--- src/rtl/turn_controller_if.sv ---
// Bundle between the turn controller and the game harness: raw buttons, switches and
// health in, latched actions and game status out.
interface turn_controller_if;
  logic       confirm1, confirm2;
  logic [2:0] sw1, sw2;
  logic [1:0] health1, health2;
  logic [2:0] action1, action2;
  logic       actionEnable;
  logic       isGameOver;
  logic [1:0] winner;
  logic [7:0] turnCount;

  modport master (
    output confirm1, confirm2, sw1, sw2, health1, health2,
    input  action1, action2, actionEnable, isGameOver, winner, turnCount
  );

  modport slave (
    input  confirm1, confirm2, sw1, sw2, health1, health2,
    output action1, action2, actionEnable, isGameOver, winner, turnCount
  );
endinterface

--- src/rtl/turn_controller.sv ---
// Two-player turn sequencer: debounced confirm buttons latch each player's action in turn,
// then a fixed-width enable strobe applies both and health decides whether the game ends.

module tc_debounce #(
  parameter int DEBOUNCE_CYCLES = 4
) (
  input  logic clk,
  input  logic reset,
  input  logic raw,
  output logic press
);
  localparam int CW = (DEBOUNCE_CYCLES > 1) ? $clog2(DEBOUNCE_CYCLES) : 1;

  logic          sync_a_q, sync_b_q;
  logic          level_q, level_d;
  logic          press_q, press_d;
  logic [CW-1:0] cnt_q, cnt_d;

  // cnt counts consecutive synced samples that disagree with the accepted level
  always_comb begin
    level_d = level_q;
    cnt_d   = '0;
    if (sync_b_q != level_q) begin
      if (cnt_q == CW'(DEBOUNCE_CYCLES - 1)) level_d = sync_b_q;
      else                                   cnt_d   = cnt_q + 1'b1;
    end
    press_d = level_d & ~level_q;
  end

  always_ff @(posedge clk) begin
    if (reset) begin
      sync_a_q <= 1'b0;
      sync_b_q <= 1'b0;
      level_q  <= 1'b0;
      press_q  <= 1'b0;
      cnt_q    <= '0;
    end else begin
      sync_a_q <= raw;
      sync_b_q <= sync_a_q;
      level_q  <= level_d;
      press_q  <= press_d;
      cnt_q    <= cnt_d;
    end
  end

  assign press = press_q;
endmodule

module turn_controller #(
  parameter int DEBOUNCE_CYCLES = 4,
  parameter int ENABLE_CYCLES   = 2,
  parameter int TURN_TIMEOUT    = 200
) (
  input logic               clk,
  input logic               reset,
  turn_controller_if.slave  bus
);
  localparam int CNT_MAX = (TURN_TIMEOUT > ENABLE_CYCLES) ? TURN_TIMEOUT : ENABLE_CYCLES;
  localparam int CNT_W   = $clog2(CNT_MAX + 1);
  localparam logic [2:0] ACT_AWAIT = 3'b010;

  typedef enum logic [2:0] {WAIT_P1, WAIT_P2, APPLY, SETTLE, OVER} state_e;

  logic [1:0]       press;
  logic [1:0][2:0]  sw_a_q, sw_b_q;

  state_e           state_q, state_d;
  logic [CNT_W-1:0] cnt_q, cnt_d;
  logic [2:0]       action1_q, action1_d, action2_q, action2_d;
  logic             enable_q, enable_d;
  logic             over_q, over_d;
  logic [1:0]       winner_q, winner_d;
  logic [7:0]       turn_q, turn_d;

  tc_debounce #(.DEBOUNCE_CYCLES(DEBOUNCE_CYCLES)) u_db [1:0] (
    .clk   (clk),
    .reset (reset),
    .raw   ({bus.confirm2, bus.confirm1}),
    .press (press)
  );

  always_comb begin
    state_d   = state_q;
    cnt_d     = cnt_q;
    action1_d = action1_q;
    action2_d = action2_q;
    enable_d  = enable_q;
    over_d    = over_q;
    winner_d  = winner_q;
    turn_d    = turn_q;
    case (state_q)
      // a press wins over a simultaneous timeout; presses from the other player just drop
      WAIT_P1: begin
        if (press[0] || cnt_q == CNT_W'(TURN_TIMEOUT - 1)) begin
          action1_d = press[0] ? sw_b_q[0] : ACT_AWAIT;
          state_d   = WAIT_P2;
          cnt_d     = '0;
        end else begin
          cnt_d = cnt_q + 1'b1;
        end
      end
      WAIT_P2: begin
        if (press[1] || cnt_q == CNT_W'(TURN_TIMEOUT - 1)) begin
          action2_d = press[1] ? sw_b_q[1] : ACT_AWAIT;
          state_d   = APPLY;
          enable_d  = 1'b1;
          cnt_d     = '0;
        end else begin
          cnt_d = cnt_q + 1'b1;
        end
      end
      APPLY: begin
        if (cnt_q == CNT_W'(ENABLE_CYCLES - 1)) begin
          enable_d = 1'b0;
          state_d  = SETTLE;
          cnt_d    = '0;
        end else begin
          cnt_d = cnt_q + 1'b1;
        end
      end
      SETTLE: begin
        turn_d = (turn_q == 8'hFF) ? turn_q : turn_q + 8'd1;
        if (bus.health1 == 2'b00 || bus.health2 == 2'b00) begin
          state_d  = OVER;
          over_d   = 1'b1;
          winner_d = {bus.health1 == 2'b00, bus.health2 == 2'b00};
        end else begin
          state_d = WAIT_P1;
          cnt_d   = '0;
        end
      end
      OVER:    state_d = OVER;
      default: state_d = WAIT_P1;
    endcase
  end

  always_ff @(posedge clk) begin
    if (reset) begin
      sw_a_q    <= '0;
      sw_b_q    <= '0;
      state_q   <= WAIT_P1;
      cnt_q     <= '0;
      action1_q <= ACT_AWAIT;
      action2_q <= ACT_AWAIT;
      enable_q  <= 1'b0;
      over_q    <= 1'b0;
      winner_q  <= 2'b00;
      turn_q    <= 8'd0;
    end else begin
      sw_a_q    <= {bus.sw2, bus.sw1};
      sw_b_q    <= sw_a_q;
      state_q   <= state_d;
      cnt_q     <= cnt_d;
      action1_q <= action1_d;
      action2_q <= action2_d;
      enable_q  <= enable_d;
      over_q    <= over_d;
      winner_q  <= winner_d;
      turn_q    <= turn_d;
    end
  end

  assign bus.action1      = action1_q;
  assign bus.action2      = action2_q;
  assign bus.actionEnable = enable_q;
  assign bus.isGameOver   = over_q;
  assign bus.winner       = winner_q;
  assign bus.turnCount    = turn_q;
endmodule

--- src/flat_wrapper.sv ---
// flat-port wrapper written by rule: the top's interface ports become plain ports
module turn_controller_flat 
#(
  parameter int DEBOUNCE_CYCLES = 4,
  parameter int ENABLE_CYCLES   = 2,
  parameter int TURN_TIMEOUT    = 200
)
  (clk, reset, bus_confirm1, bus_confirm2, bus_sw1, bus_sw2, bus_health1, bus_health2, bus_action1, bus_action2, bus_actionEnable, bus_isGameOver, bus_winner, bus_turnCount);
  turn_controller_if bus_i ();
  input logic clk;
  input logic reset;
  input wire logic [$bits(bus_i.confirm1)-1:0] bus_confirm1;
  input wire logic [$bits(bus_i.confirm2)-1:0] bus_confirm2;
  input wire logic [$bits(bus_i.sw1)-1:0] bus_sw1;
  input wire logic [$bits(bus_i.sw2)-1:0] bus_sw2;
  input wire logic [$bits(bus_i.health1)-1:0] bus_health1;
  input wire logic [$bits(bus_i.health2)-1:0] bus_health2;
  output wire logic [$bits(bus_i.action1)-1:0] bus_action1;
  output wire logic [$bits(bus_i.action2)-1:0] bus_action2;
  output wire logic [$bits(bus_i.actionEnable)-1:0] bus_actionEnable;
  output wire logic [$bits(bus_i.isGameOver)-1:0] bus_isGameOver;
  output wire logic [$bits(bus_i.winner)-1:0] bus_winner;
  output wire logic [$bits(bus_i.turnCount)-1:0] bus_turnCount;
  assign bus_i.confirm1 = bus_confirm1;
  assign bus_i.confirm2 = bus_confirm2;
  assign bus_i.sw1 = bus_sw1;
  assign bus_i.sw2 = bus_sw2;
  assign bus_i.health1 = bus_health1;
  assign bus_i.health2 = bus_health2;
  assign bus_action1 = bus_i.action1;
  assign bus_action2 = bus_i.action2;
  assign bus_actionEnable = bus_i.actionEnable;
  assign bus_isGameOver = bus_i.isGameOver;
  assign bus_winner = bus_i.winner;
  assign bus_turnCount = bus_i.turnCount;
  turn_controller #(.DEBOUNCE_CYCLES(DEBOUNCE_CYCLES), .ENABLE_CYCLES(ENABLE_CYCLES), .TURN_TIMEOUT(TURN_TIMEOUT)) u_core (.clk(clk), .reset(reset), .bus(bus_i));
endmodule
--- config.mk ---
export PLATFORM = sky130hd
export DESIGN_NAME = turn_controller_flat
export DESIGN_NICKNAME = d
export VERILOG_FILES = /design/src/rtl/turn_controller_if.sv /design/src/rtl/turn_controller.sv /design/src/flat_wrapper.sv
export SDC_FILE = /design/constraint.sdc
export NUM_CORES = 1
export LEC_CHECK = 0
export CAP_MARGIN = 20
export CORE_ASPECT_RATIO = 1.2
export CORE_UTILIZATION = 38
export CTS_CLUSTER_DIAMETER = 40
export DETAILED_ROUTE_END_ITERATION = 8
export PLACE_DENSITY = 0.61
export SETUP_SLACK_MARGIN = 0.02
export SYNTH_ARGS = -nofsm -noshare
export SYNTH_HDL_FRONTEND = slang
export SYNTH_HIERARCHICAL = 1
export SYNTH_SLANG_ARGS = --single-unit
--- constraint.sdc ---
create_clock -name clk -period 5.1 [get_ports clk]
set_input_delay 1.02 -clock clk [delete_from_list [all_inputs] [get_ports clk]]
set_output_delay 1.02 -clock clk [all_outputs]
set_load 0.05 [all_outputs]
==> impl_metrics.yaml <==
status:
  outcome: "complete, no violations"
sta:
  fin_tns_setup_ns: 0
  rsz0062_at_grt: "false"
  clock.fmax_ghz: 0.389
  period_needed_ns: 2.57
  setup_viol: 0
  relSlewSlack_pct: 59.5
  finalMaxSlewViolations: 0
  worst_clock_skew_ns: 0.00512
  fin_ws_ns: 2.53
  hold_violations: 0
  period_share_pct: 50.4
  worstMarginPinSlew_ns: 0.603
grt:
  overflow: 0
  grt_pass1_vias: 1501
  grt_pass1_wl_mm: 6.53
  grt_use_total_pct: 13.6
  antenna_found_initial: 0
  grt_max_degree: 56
pwr:
  power.density_nw_per_um2: 285
  p_leak_nw: 0.946
  max-vdd-ir-drop_v: 0.000204
critical_path:
  start_kind: "register"
  end_kind: "primary output"
  worst_ep_arrival_time_ns: 1.55
  cp.required_ns: 4.08
  max_stage_delay_ns: 0.83
  slowest_stage: "clkdlybuf4s50_1"
  path_max_fanout: 5
  path_cells: "clkdlybuf4s50_1"
  worst-path-buf-inv: 1
  critPathKind: "reg -> out"
  crit_family: "buffers and inverters"
min_path:
  hp-class: "reg -> reg"
placement:
  gp_congestion: 0.752
  dp_slack_ns: 2.37
  io_buffers: 31
  dpl.hpwl_mm: 2.48
final_layout:
  fin_nets: 268
  mostFrequentLayoutCells: "dfxtp_1, clkdlybuf4s50_1, nor2_1, nor2b_1, nand2_1"
  final_common_cell: "dfxtp_1"
  final_util_pct: 48.6
  diodes: 0
  syn_to_final_growth_pct: 22.6
  drive_gt1_share_pct: 6.40
clock_network:
  ctsHtreeMaxLevel: 2
  cts_buffers: 5
  clk_pin_slew_ns: 0.09
  cts_setup_buffers: 0
  cts_tree: "done"
  cts_resized: 0
  clockBufferDepth: 2
  root_buffer: "clkbuf_8"
  cts_hold_buf: 0
  insertion_delay_ns: 0.30
  cts.sinks: 53
synthesis:
  synth_top_area_share_pct: 50.2
  synth_nets: 235
  syn_avg_cell_area_um2: 9.78
  syn_inst: 216
  synth.area.top_cells: "dfxtp_1, nor2b_1, nor2_1, ha_1, o41ai_1"
  syn_area_um2: 2110
  yosysWarnings: 6
  ys_seq_area_share_pct: 50.2
  synth_seq_cells: 53
  synth_area_leader_cell: "dfxtp_1"
  yosysUniqueCellTypes: 39
floorplanning:
  die-area_um2: 5860
  start_util_pct: 39.6
  die_w_um: 70.1
  fp-row-count: 29
  die_y_um: 83.7
  fp.coreArea_um2: 5330
  io_pins: 32
drt:
  wl_per_cell_um: 11.8
  viasPerCell: 5.23
  ant_nets: 0
  drtPass1Iterations: 4
  drc: 0
  vias: 1631
  drt_iter0_markers: 74
  drt_wl_total_mm: 3.69
flow_run:
  cap_violations: 0
power breakdown:
part	leakage [nW]	internal (mW)	total, mW	switching [mW]
combinational	0.460	0.0189	0.0329	0.0139
clock	0.0554	0.147	0.278	0.131
sequential	0.431	0.422	0.426	0.00431
total	0.946	0.588	0.738	0.149
layout make-up:
cell class / count / area, um^2
fillers: 535 / 2740
multi-input cells: 152 / 1010
inverters: 5 / 18.8
flip-flops and latches: 53 / 1060
clock inverters: 2 / 38.8
well taps: 62 / 77.6
clock buffers: 6 / 72.6
repair buffers: 32 / 313
cell usage after synthesis:
library cell	instances
dfxtp_1	53
nor2_1	26
nor2b_1	20
nand2_1	15
a21oi_1	10
nor3_1	9
o41ai_1	7
xnor2_1	7
a22o_1	6
clkbuf_1	5
ha_1	5
inv_1	5
a32oi_1	4
and3_1	3
nand3_1	3
nand4_1	3
o21ai_0	3
o21bai_1	3
and4bb_2	2
mux2i_1	2
nand2b_1	2
nor4_1	2
nor4b_2	2
o21a_1	2
or3_1	2
or4_1	2
a2111oi_2	1
a2111oi_4	1
a21o_1	1
a22oi_1	1
and3b_1	1
buf_2	1
nor4_2	1
nor4b_1	1
o211ai_1	1
o21ba_1	1
o22ai_1	1
o32a_1	1
xor2_1	1
worst paths after layout:
kind	from	to	slack [ns]	cells after the start
hold / removal	u_core/u_db[0]/cnt_q[0]	u_core/u_db[0]/cnt_q[0]	0.43	1
setup / recovery	u_core/bus.turnCount[4]	bus_turnCount[4]	2.53	1
setup reg to reg	u_core/cnt_q[1]	u_core/cnt_q[3]	2.75	7
hold reg to reg	u_core/u_db[0]/cnt_q[0]	u_core/u_db[0]/cnt_q[0]	0.43	1
cells by family after synthesis:
kind of cell	count (synthesis)	synth area share, %
flip-flops	53	50.2
XOR/XNOR	8	3.32
AO/OA/AOI/OAI	43	16.2
AND/OR/NAND/NOR	94	24.3
buffers and inverters	11	2.01
multiplexers	2	0.947
adder cells (fa/ha/maj)	5	2.96
routing by layer:
metal	vias to the layer above	track usage [%]	share of wire (%)
met2	40	22.0	47
met5	-	0	0
met3	4	3.99	4.2
met4	0	5.45	1.3
met1	751	16.8	48
li1	836	-	-
sequential cells by signal (all words and copies together), names as in the netlist:
name,count
u_core/u_db/cnt_q,4
u_core/u_db/press,2
u_core/state_q,3
u_core/u_db/sync_a_q,2
u_core/bus.winner,2
u_core/u_db/level_q,2
u_core/sw_b_q,6
u_core/cnt_q,8
u_core/bus.isGameOver,1
u_core/sw_a_q,6
u_core/bus.action2,3
u_core/u_db/sync_b_q,2
u_core/bus.turnCount,8
u_core/bus.action1,3
u_core/bus.actionEnable,1
stage by stage:
step | instance area [um^2] | power (mW) | std cells | hold WS (ns)
4_1_cts | 2590 | 0.747 | 312 | 0.435
2_1_floorplan | 2110 | 0.453 | 216 | 0.404
6_report | 2590 | 0.738 | 312 | 0.429
3_5_place_dp | 2480 | 0.469 | 304 | 0.421
5_1_grt | 2590 | 0.774 | 312 | 0.457
3_3_place_gp | 2480 | 0.469 | 304 | 0.417
(Power assumes the default switching activity.)
